==> config.mk <==
export PLATFORM = sky130hd
export DESIGN_NAME = pc_sequencer_flat
export DESIGN_NICKNAME = d
export VERILOG_FILES = /design/src/rtl/pc_pkg.sv /design/src/rtl/pc_sequencer_if.sv /design/src/rtl/pc_ras.sv /design/src/rtl/pc_sequencer.sv /design/src/flat_wrapper.sv
export SDC_FILE = /design/constraint.sdc
export NUM_CORES = 1
export LEC_CHECK = 0
export ABC_AREA = 1
export CORE_AREA = 5 5 116 140
export CTS_CLUSTER_DIAMETER = 120
export DETAILED_ROUTE_END_ITERATION = 6
export DIE_AREA = 0 0 121 145
export PLACE_DENSITY = 0.81
export SLEW_MARGIN = 20
export SYNTH_ARGS = -nofsm -noshare
export SYNTH_HDL_FRONTEND = slang
export SYNTH_SLANG_ARGS = --single-unit
export TNS_END_PERCENT = 100
==> constraint.sdc <==
create_clock -name clk -period 2.6 [get_ports clk]
set_clock_uncertainty 0.2 [all_clocks]
set_input_delay 0.26 -clock clk [delete_from_list [all_inputs] [get_ports clk]]
set_output_delay 0.26 -clock clk [all_outputs]
set_load 0.01 [all_outputs]
==> src/rtl/pc_pkg.sv <==
// Shared types for the PC sequencer.
//   pc_src_e   : next-PC select encoding driven by the decoder.
//   pc_state_e : sequencer FSM states.
package pc_pkg;

  typedef enum logic [1:0] {
    PC_INC    = 2'b00,
    PC_BRANCH = 2'b01,
    PC_JALR   = 2'b10,
    PC_TRAP   = 2'b11
  } pc_src_e;

  typedef enum logic [1:0] {
    BOOT     = 2'b00,
    RUN      = 2'b01,
    REDIRECT = 2'b10
  } pc_state_e;

endpackage

==> src/rtl/pc_sequencer_if.sv <==
// Control/result bundle between the decode stage and the PC sequencer.
//   master : decode side, drives stall/pc_src/imm/rs1/is_call/is_ret,
//            observes pc/pc_plus4/fetch_valid/misalign_err.
//   slave  : sequencer side, the mirror image.
interface pc_sequencer_if #(
  parameter int unsigned WIDTH = 32
);
  import pc_pkg::*;

  logic             stall;
  pc_src_e          pc_src;
  logic [WIDTH-1:0] imm;
  logic [WIDTH-1:0] rs1;
  logic             is_call;
  logic             is_ret;
  logic [WIDTH-1:0] pc;
  logic [WIDTH-1:0] pc_plus4;
  logic             fetch_valid;
  logic             misalign_err;

  modport master (
    output stall, pc_src, imm, rs1, is_call, is_ret,
    input  pc, pc_plus4, fetch_valid, misalign_err
  );

  modport slave (
    input  stall, pc_src, imm, rs1, is_call, is_ret,
    output pc, pc_plus4, fetch_valid, misalign_err
  );

endinterface

==> src/rtl/pc_ras.sv <==
// Return-address stack as a circular buffer.
//   clk, rst  : clock, async active-low reset (clears pointer and count only)
//   push      : write push_data as the new top
//   pop       : discard top (ignored while empty)
//   push_data : return address to store
//   top       : current top entry
//   empty     : no valid entries
//   full      : DEPTH valid entries
// Pushing while full overwrites the oldest entry; count saturates at DEPTH.
// Push and pop together replace the top in place.
module pc_ras #(
  parameter int unsigned WIDTH = 32,
  parameter int unsigned DEPTH = 4
) (
  input  logic             clk,
  input  logic             rst,
  input  logic             push,
  input  logic             pop,
  input  logic [WIDTH-1:0] push_data,
  output logic [WIDTH-1:0] top,
  output logic             empty,
  output logic             full
);

  localparam int unsigned PtrW = $clog2(DEPTH);

  logic [WIDTH-1:0] mem_q [DEPTH];
  logic [PtrW-1:0]  ptr_q;     // next write slot
  logic [PtrW-1:0]  ptr_top;
  logic [PtrW:0]    count_q;
  logic             pop_eff;

  assign ptr_top = ptr_q - 1'b1;
  assign top     = mem_q[ptr_top];
  assign empty   = (count_q == '0);
  assign full    = (count_q == (PtrW + 1)'(DEPTH));
  assign pop_eff = pop & ~empty;

  always_ff @(posedge clk or negedge rst) begin
    if (!rst) begin
      ptr_q   <= '0;
      count_q <= '0;
    end else if (push && !pop_eff) begin
      ptr_q <= ptr_q + 1'b1;
      if (!full) count_q <= count_q + 1'b1;
    end else if (pop_eff && !push) begin
      ptr_q   <= ptr_top;
      count_q <= count_q - 1'b1;
    end
  end

  // Storage carries no reset; validity is tracked by count_q.
  always_ff @(posedge clk) begin
    if (push && pop_eff) begin
      mem_q[ptr_top] <= push_data;
    end else if (push) begin
      mem_q[ptr_q] <= push_data;
    end
  end

endmodule

==> src/rtl/pc_sequencer.sv <==
// Program-counter sequencer with BOOT/RUN/REDIRECT control.
//   clk, rst : clock, async active-low reset
//   bus      : pc_sequencer_if.slave (stall, pc_src, imm, rs1, is_call, is_ret in;
//              pc, pc_plus4, fetch_valid, misalign_err out)
// Optional feature: define PC_SEQUENCER_RAS_EN to build in the return-address
// stack (pc_ras); otherwise is_call/is_ret are ignored and JALR uses rs1+imm.
module pc_sequencer
  import pc_pkg::*;
#(
  parameter int unsigned      WIDTH     = 32,
  parameter logic [WIDTH-1:0] RESET_PC  = 32'h0000_0000,
  parameter logic [WIDTH-1:0] TRAP_VEC  = 32'h0000_0100,
  parameter int unsigned      RAS_DEPTH = 4
) (
  input  logic             clk,
  input  logic             rst,
  pc_sequencer_if.slave    bus
);

  if (RAS_DEPTH < 2 || (RAS_DEPTH & (RAS_DEPTH - 1)) != 0) begin : gen_bad_depth
    $error("RAS_DEPTH must be a power of two and at least 2");
  end

  pc_state_e        state_q, state_d;
  logic [WIDTH-1:0] pc_q, pc_d;
  logic [WIDTH-1:0] pc_plus4;
  logic [WIDTH-1:0] jalr_sum;
  logic [WIDTH-1:0] jalr_tgt;
  logic [WIDTH-1:0] target;
  logic             active;
  logic             misalign;

  assign pc_plus4 = pc_q + WIDTH'(4);
  assign jalr_sum = bus.rs1 + bus.imm;
  assign active   = (state_q == RUN) && !bus.stall;
  assign misalign = active && (target[1:0] != 2'b00);

`ifdef PC_SEQUENCER_RAS_EN
  logic             call_req, ret_req;
  logic [WIDTH-1:0] ras_top;
  logic             ras_empty;
  logic             ras_full_unused;

  // A trap select suppresses both; a misaligned target leaves the stack intact.
  assign call_req = active && bus.is_call &&
                    (bus.pc_src == PC_BRANCH || bus.pc_src == PC_JALR);
  assign ret_req  = active && bus.is_ret && (bus.pc_src == PC_JALR);
  assign jalr_tgt = (ret_req && !ras_empty) ? ras_top : {jalr_sum[WIDTH-1:1], 1'b0};

  pc_ras #(
    .WIDTH (WIDTH),
    .DEPTH (RAS_DEPTH)
  ) u_ras (
    .clk       (clk),
    .rst       (rst),
    .push      (call_req && !misalign),
    .pop       (ret_req && !misalign),
    .push_data (pc_plus4),
    .top       (ras_top),
    .empty     (ras_empty),
    .full      (ras_full_unused)
  );
`else
  logic unused_ras;

  assign unused_ras = bus.is_call ^ bus.is_ret;
  assign jalr_tgt   = {jalr_sum[WIDTH-1:1], 1'b0};
`endif

  always_comb begin
    target = TRAP_VEC;
    unique case (bus.pc_src)
      PC_INC:    target = pc_plus4;
      PC_BRANCH: target = pc_q + bus.imm;
      PC_JALR:   target = jalr_tgt;
      default:   target = TRAP_VEC;
    endcase
  end

  always_comb begin
    state_d = state_q;
    pc_d    = pc_q;
    unique case (state_q)
      BOOT: begin
        pc_d    = RESET_PC;
        state_d = RUN;
      end
      RUN: begin
        if (!bus.stall) begin
          if (misalign) begin
            pc_d    = TRAP_VEC;
            state_d = REDIRECT;
          end else begin
            pc_d = target;
          end
        end
      end
      REDIRECT: state_d = RUN;
      default:  state_d = BOOT;
    endcase
  end

  always_ff @(posedge clk or negedge rst) begin
    if (!rst) begin
      state_q <= BOOT;
      pc_q    <= RESET_PC;
    end else begin
      state_q <= state_d;
      pc_q    <= pc_d;
    end
  end

  assign bus.pc           = pc_q;
  assign bus.pc_plus4     = pc_plus4;
  assign bus.fetch_valid  = (state_q == RUN);
  assign bus.misalign_err = misalign;

endmodule

==> src/flat_wrapper.sv <==
// flat-port wrapper written by rule: the top's interface ports become plain ports
module pc_sequencer_flat import pc_pkg::*;
#(
  parameter int unsigned      WIDTH     = 32,
  parameter logic [WIDTH-1:0] RESET_PC  = 32'h0000_0000,
  parameter logic [WIDTH-1:0] TRAP_VEC  = 32'h0000_0100,
  parameter int unsigned      RAS_DEPTH = 4
)
  (clk, rst, bus_stall, bus_pc_src, bus_imm, bus_rs1, bus_is_call, bus_is_ret, bus_pc, bus_pc_plus4, bus_fetch_valid, bus_misalign_err);
  pc_sequencer_if #(.WIDTH(WIDTH)) bus_i ();
  input  logic clk;
  input  logic rst;
  input wire logic [$bits(bus_i.stall)-1:0] bus_stall;
  input wire logic [$bits(bus_i.pc_src)-1:0] bus_pc_src;
  input wire logic [$bits(bus_i.imm)-1:0] bus_imm;
  input wire logic [$bits(bus_i.rs1)-1:0] bus_rs1;
  input wire logic [$bits(bus_i.is_call)-1:0] bus_is_call;
  input wire logic [$bits(bus_i.is_ret)-1:0] bus_is_ret;
  output wire logic [$bits(bus_i.pc)-1:0] bus_pc;
  output wire logic [$bits(bus_i.pc_plus4)-1:0] bus_pc_plus4;
  output wire logic [$bits(bus_i.fetch_valid)-1:0] bus_fetch_valid;
  output wire logic [$bits(bus_i.misalign_err)-1:0] bus_misalign_err;
  assign bus_i.stall = bus_stall;
  assign bus_i.pc_src = bus_pc_src;
  assign bus_i.imm = bus_imm;
  assign bus_i.rs1 = bus_rs1;
  assign bus_i.is_call = bus_is_call;
  assign bus_i.is_ret = bus_is_ret;
  assign bus_pc = bus_i.pc;
  assign bus_pc_plus4 = bus_i.pc_plus4;
  assign bus_fetch_valid = bus_i.fetch_valid;
  assign bus_misalign_err = bus_i.misalign_err;
  pc_sequencer #(.WIDTH(WIDTH), .RESET_PC(RESET_PC), .TRAP_VEC(TRAP_VEC), .RAS_DEPTH(RAS_DEPTH)) u_core (.clk(clk), .rst(rst), .bus(bus_i));
endmodule
==> results.cfg <==
[placed_design]
hpwl_um = 24580
port_buffers = 134
dpl-instance-area_um2 = 9867
gp_congestion = 1.026

[clock_network]
clk_latency_ns = 0.28
htreeDepth = 2
cts_max_path_buffers = 2
cts-buffers-inserted = 5
clock-root-buffer = clkbuf_16
cts_hold_buffers = 0
cts.sinks = 34
clk_pin_slew_worst_paths_ns = 0.06
cts_tree = built

[floorplan]
ioPinCount = 137
die_w_um = 121
dieArea_um2 = 17550
start_util_pct = 49.09
num_rows = 49
coreArea_um2 = 14780
fp.dieH_um = 145

[global_routing]
overflow = 0
grt_pass1_wl_um = 46890
grt_pass1_vias = 9460
grt_antenna_before_repair = 0
track_usage_pct = 33.25
grt_max_degree = 35

[sta]
slew_viol_final = 0
max_slew_margin_pct = 59.93
rsz0062_at_grt = yes
setup_tns_ns = 0
finalCriticalPeriod_ns = 2.594
fmax_mhz = 385.4
worstMarginPinSlew_ns = 0.5974
setup_viol_count_final = 0
post-route-period-util_pct = 99.78
holdWs_ns = 0.1865
hold_viol_final = 0

[cells_and_area]
fillerInstances = 1360
nNetsFinal = 1830
final_layout_size_suffix_gt1_share_pct = 15.39
design_area_um2 = 10580
syn_to_final_growth_pct = 45.90
register_area_um2 = 860.8
multi_input_comb_area_um2 = 5655
diodes = 0

[pwr]
p_leak_nw = 6.201
power_density_nw_per_um2 = 421.0
vdd_ir_drop_max_mv = 0.4737

[logic_synthesis]
avgSynthCellArea_um2 = 5.144
netlist.area_leader.share_pct = 31.31
synth.net_count = 1545
synthesis.area_um2 = 7253
yosysSeqAreaShare_pct = 11.73
ys_ff_latch = 34
ys.flop_type = dfrtp_1
synth_edf_count = 0
yosys_warnings = 0
synth_area_leader_cell = nand2_1
synth_area_leaders = nand2_1 (31%), inv_1 (14%), dfrtp_1 (12%), ha_1 (11%), nand3_1 (8.4%)
synth_most_common_cell = nand2_1
synth-async-reset-ratio_pct = 100.0
synth_common_cells = nand2_1 (605), inv_1 (266), nand3_1 (122), nor2_1 (109), ha_1 (62)
synth_cell_types = 33
netlist_instances = 1410

[detailed_routing]
num_vias = 9827
wire_per_inst_um = 16.08
dr.first_iter.drc_count = 721
drtPass1Iterations = 6
drc = 0
wl_um = 30560
via_per_inst = 5.172
route.antenna.remaining_nets = 0

[min_path]
hp-class = in2async

[setup_path]
worst_setup_path_end_kind = flop
cp-start-kind = primary input
r2r_cells = 15
arrival_ns = 2.56
required_ns = 2.57
setup.worst_path.class = in2reg
cp_max_fo = 4

[run]
cap_violations = 0

[run_status]
status = finished, final reports clean
## cell families (layout without fill, tap and decap cells)
logic type / Yosys count / in the layout / synth area share, %
AO/OA/AOI/OAI: 90 / 90 / 7.004
buffers and inverters: 284 / 570 / 15.02
flip-flops: 34 / 34 / 11.73
AND/OR/NAND/NOR: 909 / 909 / 51.49
XOR/XNOR: 29 / 29 / 3.502
adder cells (fa/ha/maj): 64 / 64 / 11.25
## sequential cells by signal (all words and copies together) (netlist names)
register and count:
u_core.bus.pc 32, u_core.state_q 2
## final cells by class
cell class                 instances  area share, %
clock inverter                     2         0.5675
inverter                         268          9.530
sequential                        34          8.134
timing repair buffer             294          24.60
clock buffer                       6          1.312
tap                              204          2.412
multi-input combinational       1092          53.44
## worst max-delay path, stage by stage
cell and delay, ns:
clkdlybuf4s50_1 0.56, ha_1 0.29, buf_4 0.15, nand2_1 0.12, inv_1 0.05, nand2_1 0.06, nand2_1 0.06, nand2_1 0.06
nand3_1 0.15, o21ai_0 0.46, nand3_1 0.17, nand2_2 0.11, o21ai_2 0.06
## cell usage in the layout, fill, tap and decap left out, types with 6 or more instances in the layout
cell,synthesis,routed
nand2_4,0,9
buf_4,3,155
a21boi_0,12,12
clkdlybuf4s50_1,0,110
nor2_2,2,8
ha_1,62,55
nand3b_1,12,12
o21ai_1,1,7
inv_1,266,264
nand2_1,605,581
xor2_1,25,22
dlymetal6s2s_1,0,6
o21ai_2,0,7
nand3_1,122,118
nor3_2,0,10
dlygate4sd2_1,0,15
or2_2,11,11
o21ai_0,29,16
dfrtp_2,0,8
nor2_1,109,101
nand2_2,0,15
nor3_1,25,15
dfrtp_1,34,26
a21oi_1,40,40
nand4_1,12,12
## through the flow
stage               util, %  total power [mW]  worst slack (ns)  std cells
detailed placement    66.78             3.398           -0.3858       1875
finish                71.62             4.455          0.005600       1900
global route          71.62             4.761           -0.1353       1900
global placement      66.78             3.365           -0.3457       1875
CTS                   69.68             4.289         -0.001341       1895
floorplan                 -             2.113            0.1691       1410
## timing repair
item | CTS | global route
setup buffers | 10 | 6
endpoints found under the setup margin | 42 | 43
pin swaps | 4 | 14
gates resized for setup | 57 | 79
cloned | 2 | 0
## final timing paths
kind                                   start                end  slack [ns]
max in group asynchronous                rst   u_core.bus.pc[6]        1.64
hold / removal                           rst  u_core.bus.pc[26]        0.19
setup reg to reg            u_core.bus.pc[0]  u_core.bus.pc[12]       0.006
min in group clk           u_core.state_q[1]  u_core.state_q[0]        0.33
setup / recovery                  bus_imm[6]  u_core.bus.pc[12]       0.006
hold reg to reg            u_core.state_q[1]  u_core.state_q[0]        0.33
## per-layer routing
| metal | GRT usage, % | part of all wire (%) |
|---|---|---|
| met3 | 3.503 | 6.2 |
| met4 | 21.49 | 8.1 |
| met5 | 0 | 0 |
| met1 | 39.02 | 39 |
| met2 | 56.86 | 47 |
## where the power goes
group	internal [mW]	total [mW]	switching, mW
Clock	0.576	0.826	0.250
Combinational	1.27	2.89	1.62
Sequential	0.608	0.738	0.129
(Power assumes the default switching activity.)
